`src/rtl/sum_display_driver.sv`:
```
// sum_display_driver: captures a 5-bit adder result, converts it to BCD by sequential double-dabble,
// and drives a time-multiplexed 4-digit common-anode seven-segment display.
module sum_display_driver #(
  parameter int REFRESH_DIV = 100000
) (
  input  logic       clk,
  input  logic       rst_n,
  input  logic [3:0] sum_in,
  input  logic       cout_in,
  input  logic       load,
  output logic       ready,
  output logic [3:0] an,
  output logic [6:0] seg,
  output logic       dp
);
  typedef enum logic {IDLE, CONV} state_t;
  localparam int CW = (REFRESH_DIV > 2) ? $clog2(REFRESH_DIV) : 1;
  state_t        state_q;
  logic [4:0]    bin_q;
  logic [7:0]    bcd_q, disp_q;
  logic [2:0]    iter_q;
  logic [CW-1:0] cnt_q;
  logic [1:0]    idx_q;
  logic [3:0]    an_q, an_d, ones_adj, tens_adj;
  logic [6:0]    seg_q, seg_d;
  logic [12:0]   shift_d;
  logic          wrap;
  function automatic logic [6:0] pattern(input logic [3:0] d);
    case (d)
      4'd0: pattern = 7'b1000000;
      4'd1: pattern = 7'b1111001;
      4'd2: pattern = 7'b0100100;
      4'd3: pattern = 7'b0110000;
      4'd4: pattern = 7'b0011001;
      4'd5: pattern = 7'b0010010;
      4'd6: pattern = 7'b0000010;
      4'd7: pattern = 7'b1111000;
      4'd8: pattern = 7'b0000000;
      4'd9: pattern = 7'b0010000;
      default: pattern = 7'b1111111;
    endcase
  endfunction
  always_comb begin
    ones_adj = (bcd_q[3:0] >= 4'd5) ? bcd_q[3:0] + 4'd3 : bcd_q[3:0];
    tens_adj = (bcd_q[7:4] >= 4'd5) ? bcd_q[7:4] + 4'd3 : bcd_q[7:4];
    shift_d  = {tens_adj, ones_adj, bin_q} << 1;
    wrap     = cnt_q == CW'(REFRESH_DIV - 1);
    // a zero tens digit is blanked rather than shown as a leading zero
    an_d     = (idx_q == 2'd0) ? 4'b1110 :
               (idx_q == 2'd1 && disp_q[7:4] != 4'd0) ? 4'b1101 : 4'b1111;
    seg_d    = (an_d == 4'b1110) ? pattern(disp_q[3:0]) :
               (an_d == 4'b1101) ? pattern(disp_q[7:4]) : 7'b1111111;
  end
  always_ff @(posedge clk or negedge rst_n) begin
    if (!rst_n) begin
      state_q <= IDLE;
      bin_q   <= '0;
      bcd_q   <= '0;
      iter_q  <= '0;
      disp_q  <= '0;
      cnt_q   <= '0;
      idx_q   <= '0;
      an_q    <= 4'b1110;
      seg_q   <= 7'b1000000;
    end else begin
      cnt_q <= wrap ? '0 : cnt_q + CW'(1);
      idx_q <= idx_q + 2'(wrap);
      an_q  <= an_d;
      seg_q <= seg_d;
      if (state_q == IDLE) begin
        if (load) begin
          bin_q   <= {cout_in, sum_in};
          bcd_q   <= '0;
          iter_q  <= '0;
          state_q <= CONV;
        end
      end else begin
        {bcd_q, bin_q} <= shift_d;
        iter_q         <= iter_q + 3'd1;
        if (iter_q == 3'd4) begin
          disp_q  <= shift_d[12:5];
          state_q <= IDLE;
        end
      end
    end
  end
  assign ready = state_q == IDLE;
  assign an    = an_q;
  assign seg   = seg_q;
  assign dp    = 1'b1;
endmodule

```
`config.mk`:
```
export PLATFORM = sky130hd
export DESIGN_NAME = sum_display_driver
export DESIGN_NICKNAME = d
export VERILOG_FILES = /design/src/rtl/sum_display_driver.sv
export SDC_FILE = /design/constraint.sdc
export NUM_CORES = 1
export LEC_CHECK = 0
export BUFFER_PORTS_ARGS = -buffer_cell sky130_fd_sc_hd__buf_2
export CAP_MARGIN = 20
export CELL_PAD_IN_SITES_DETAIL_PLACEMENT = 1
export CELL_PAD_IN_SITES_GLOBAL_PLACEMENT = 1
export CORE_MARGIN = 4
export CORE_UTILIZATION = 49
export CTS_BUF_LIST = sky130_fd_sc_hd__clkbuf_4 sky130_fd_sc_hd__clkbuf_8
export CTS_CLUSTER_DIAMETER = 120
export CTS_CLUSTER_SIZE = 12
export DETAILED_ROUTE_END_ITERATION = 7
export PLACE_DENSITY = 0.86
export SETUP_SLACK_MARGIN = 0.4
export SYNTH_ARGS = -nofsm -noshare
export SYNTH_HDL_FRONTEND = slang
export SYNTH_SLANG_ARGS = --single-unit
```
`constraint.sdc`:
```
create_clock -name clk -period 2.26 [get_ports clk]
set_clock_uncertainty 0.2 [all_clocks]
set_input_delay 0.452 -clock clk [delete_from_list [all_inputs] [get_ports clk]]
set_output_delay 0.452 -clock clk [all_outputs]
set_load 0.05 [all_outputs]
```
==> impl_metrics.ini <==
[setup_path]
critical-path-slowest-cell = dfrtp_1
critical_path.startpoint = bcd_q[1]$_DFFE_PN0P_
r2r_start = bcd_q[1]$_DFFE_PN0P_
critical_path.endpoint = disp_q[2]$_DFFE_PN0P_
regToRegEndpoint = disp_q[2]$_DFFE_PN0P_
crit_required_ns = 2.31
reg2reg_depth = 6
crit_arrival_ns = 1.91
timing_worst_setup_path_type = register to register
setup.worst_path.end_class = register
max_stage_delay_ns = 0.41
ff2ff_setup_slack_ns = 0.40
crit_chain = inv_1 > ha_2 > nand2b_1 > a21oi_4 > mux2i_2 > mux2_2
worst_setup_path_start_kind = register
critical_path_peak_fanout = 3

[clocking]
cts_sinks = 53
cts_root_buffer = clkbuf_8
clk_pin_slew_ns = 0.10
h-tree-depth = 2
maximum_clock_insertion_buffer_count = 2
worst_skew_pair.late_latency_ns = 0.31
cts_made_buffers = 5
tritoncts = done

[final_layout]
syn_to_final_growth_pct = 12.47
antenna_cells_inserted = 0
num-fill-cells = 621
finish.instance_area_um2 = 3093
post_route_cells_drive_above_1_share_pct = 18.28
final_net_count = 315

[route]
wl_met3_um = 191
dr_total_vias = 2036
wl_met1_um = 2694
drc = 0
route.met2.wl_um = 3296
drtIter0Drc = 72
first_pass_iters = 4
route.detailed.vias_per_inst = 5.624
top_layer = met4
avgRoutedWirePerCell_um = 17.60
finalWirelength_um = 6372
ant_nets = 0

[placed_design]
gp_congestion = 0.7937
placed_cell_area_um2 = 2898
place.port_buffers = 17
place.detailed.hpwl_um = 4200

[synth]
synthMostInstantiatedCell = dfrtp_1
netlist_instances = 273
synth_top_area_cells = dfrtp_1 46%, ha_1 8.2%, nand2_1 4.2%
post_synthesis_cell_area_um2 = 2750
ys_ff_latch = 53
synth_largest_area_cell = dfrtp_1
synth.yosys.seq_area_share_pct = 48.32
synth_largest_type_area_fraction_pct = 46.41
synth_commonest_cells = 51 x dfrtp_1, 31 x nand2_1, 18 x ha_1
yosys_warn_count = 0
ys.flop_type = dfrtp_1
synthArstFlopShare_pct = 100.0
syn-mean-instance-area_um2 = 10.07
yosysUniqueCellTypes = 41
synth-edff-count = 0

[die]
num_io_pins = 21
initial_utilization_pct = 50.25
die_area_um2 = 6875
chipHeight_um = 82.92
placement_rows = 27
total_core_area_um2 = 5473
die_span_x_um = 82.92

[sta]
max_freq_ghz = 0.5382
timing.final.hold_violations = 0
fin_crit_sh_pct = 82.21
slew_headroom_pct = 63.56
finalSetupViolCount = 0
hold_slack_ns = 0.1969
final_critical_path_required_period_ns = 1.858
final_max_slew_viol_count = 0
rsz0062_at_grt = yes
timing.setup.tns_ns = 0
worst_slew_pin_slew_ns = 0.5467

[power]
power.leakage_nw = 1.442
powerDensity_nw_per_um2 = 1273
vdd_ir_drop_max_mv = 0.6292

[min_path]
min_path_type = input pin to register

[global_route]
global_route.usage.total_pct = 19.03
grt_pass1_vias = 2154
grt_antenna_before_repair = 0
grt_start_max_net_pins = 33
grt_pass1_wl_um = 10700
globalRouteOverflowTotal = 0

[outcome]
outcome = complete, no violations

[run]
cap_viol_max_count = 0
[area by class of cell]
cell class	count	area, um^2	area share [%]
Clock buffer	6	76.32	2.468
Clock inverter	2	38.79	1.254
Inverter	15	56.30	1.820
Multi-Input combinational cell	192	1361	44.01
Sequential cell	53	1330	43.00
Tap cell	72	90.09	2.913
Timing Repair Buffer	22	140.1	4.531
[worst max-delay path, delay by kind of cell, from the launching register on]
kind                       cells  cell delay, ns
muxes                          2            0.49
and+or+nand+nor                1            0.13
DFF                            1            0.41
adders and majority gates      1            0.23
buffers and inverters          1            0.14
AOI/OAI and AO/OA              1            0.21
[metrics by stage]
step	worst slack (ns)	total power, mW	instances	utilization [%]
final	0.4019	3.938	362	56.52
after detailed placement	0.3051	3.099	352	52.95
after global placement	0.3810	2.988	352	52.95
after global routing	0.3385	4.233	362	56.52
after floorplan	0.4005	2.687	275	-
after CTS	0.3694	3.821	361	55.56
[power by group]
part           internal, mW  switching, mW  total (mW)
Sequential             1.21          0.312        1.52
Clock                 0.345          0.320       0.665
Combinational         0.704           1.05        1.75
Total                  2.26           1.68        3.94
[cell families after synthesis]
family | count (synthesis) | synth area share (%)
adders and majority gates | 18 | 8.189
AOI/OAI and AO/OA | 54 | 11.69
DFF | 53 | 48.32
other | 1 | 0.1364
muxes | 13 | 4.868
buffers and inverters | 30 | 4.686
xor gates and xnor gates | 17 | 5.414
and+or+nand+nor | 87 | 16.70
[flip-flops by register name, indices dropped and copies added (netlist names)]
signal   cells
bcd_q        8
idx_q        2
disp_q       8
cnt_q       17
seg          7
bin_q        5
an           2
state_q      1
iter_q       3
[worst min path at each step]
| stage | start | to | slack [ns] | cells past startpoint |
|---|---|---|---|---|
| after floorplan | rst_n | an[0]$_DFF_PN0_ | -0.04 | 0 |
| after global placement | rst_n | seg[1]$_DFF_PN0_ | 0.25 | 1 |
| after detailed placement | rst_n | seg[5]$_DFF_PN0_ | 0.26 | 1 |
| after CTS | sum_in[0] | bin_q[0]$_DFFE_PN0P_ | 0.20 | 3 |
| after global routing | sum_in[0] | bin_q[0]$_DFFE_PN0P_ | 0.24 | 3 |
| final | sum_in[0] | bin_q[0]$_DFFE_PN0P_ | 0.20 | 3 |
[layout by cell type, fill, tap and decap left out, drive strengths merged, types with 5 or more instances in the layout]
master / count
nand4: 7
nand2: 31
ha: 18
a21oi: 15
nor2: 12
xor2: 5
and4: 6
buf: 20
nor3b: 5
o22ai: 6
inv: 15
xnor2: 12
mux2i: 10
dfrtp: 51
nand3: 8
o21ai: 17
nand2b: 7
clkbuf: 7
[routing by layer]
metal / GRT usage [%] / vias to the layer above
met4: 4.903 / 0
met1: 23.53 / 1012
met5: 0 / -
met2: 33.89 / 39
li1: - / 968
met3: 3.770 / 17
[what timing repair did]
| item | 4_1_cts | 5_1_grt |
|---|---|---|
| resized for setup | 6 | 11 |
| hold buffers | 1 | 0 |
| hold endpoints to repair | 19 | 0 |
| pin swaps | 0 | 2 |
| setup endpoints to repair | 7 | 15 |
| setup buffers | 0 | 1 |
Note: power is estimated with default switching activity, not from simulation.
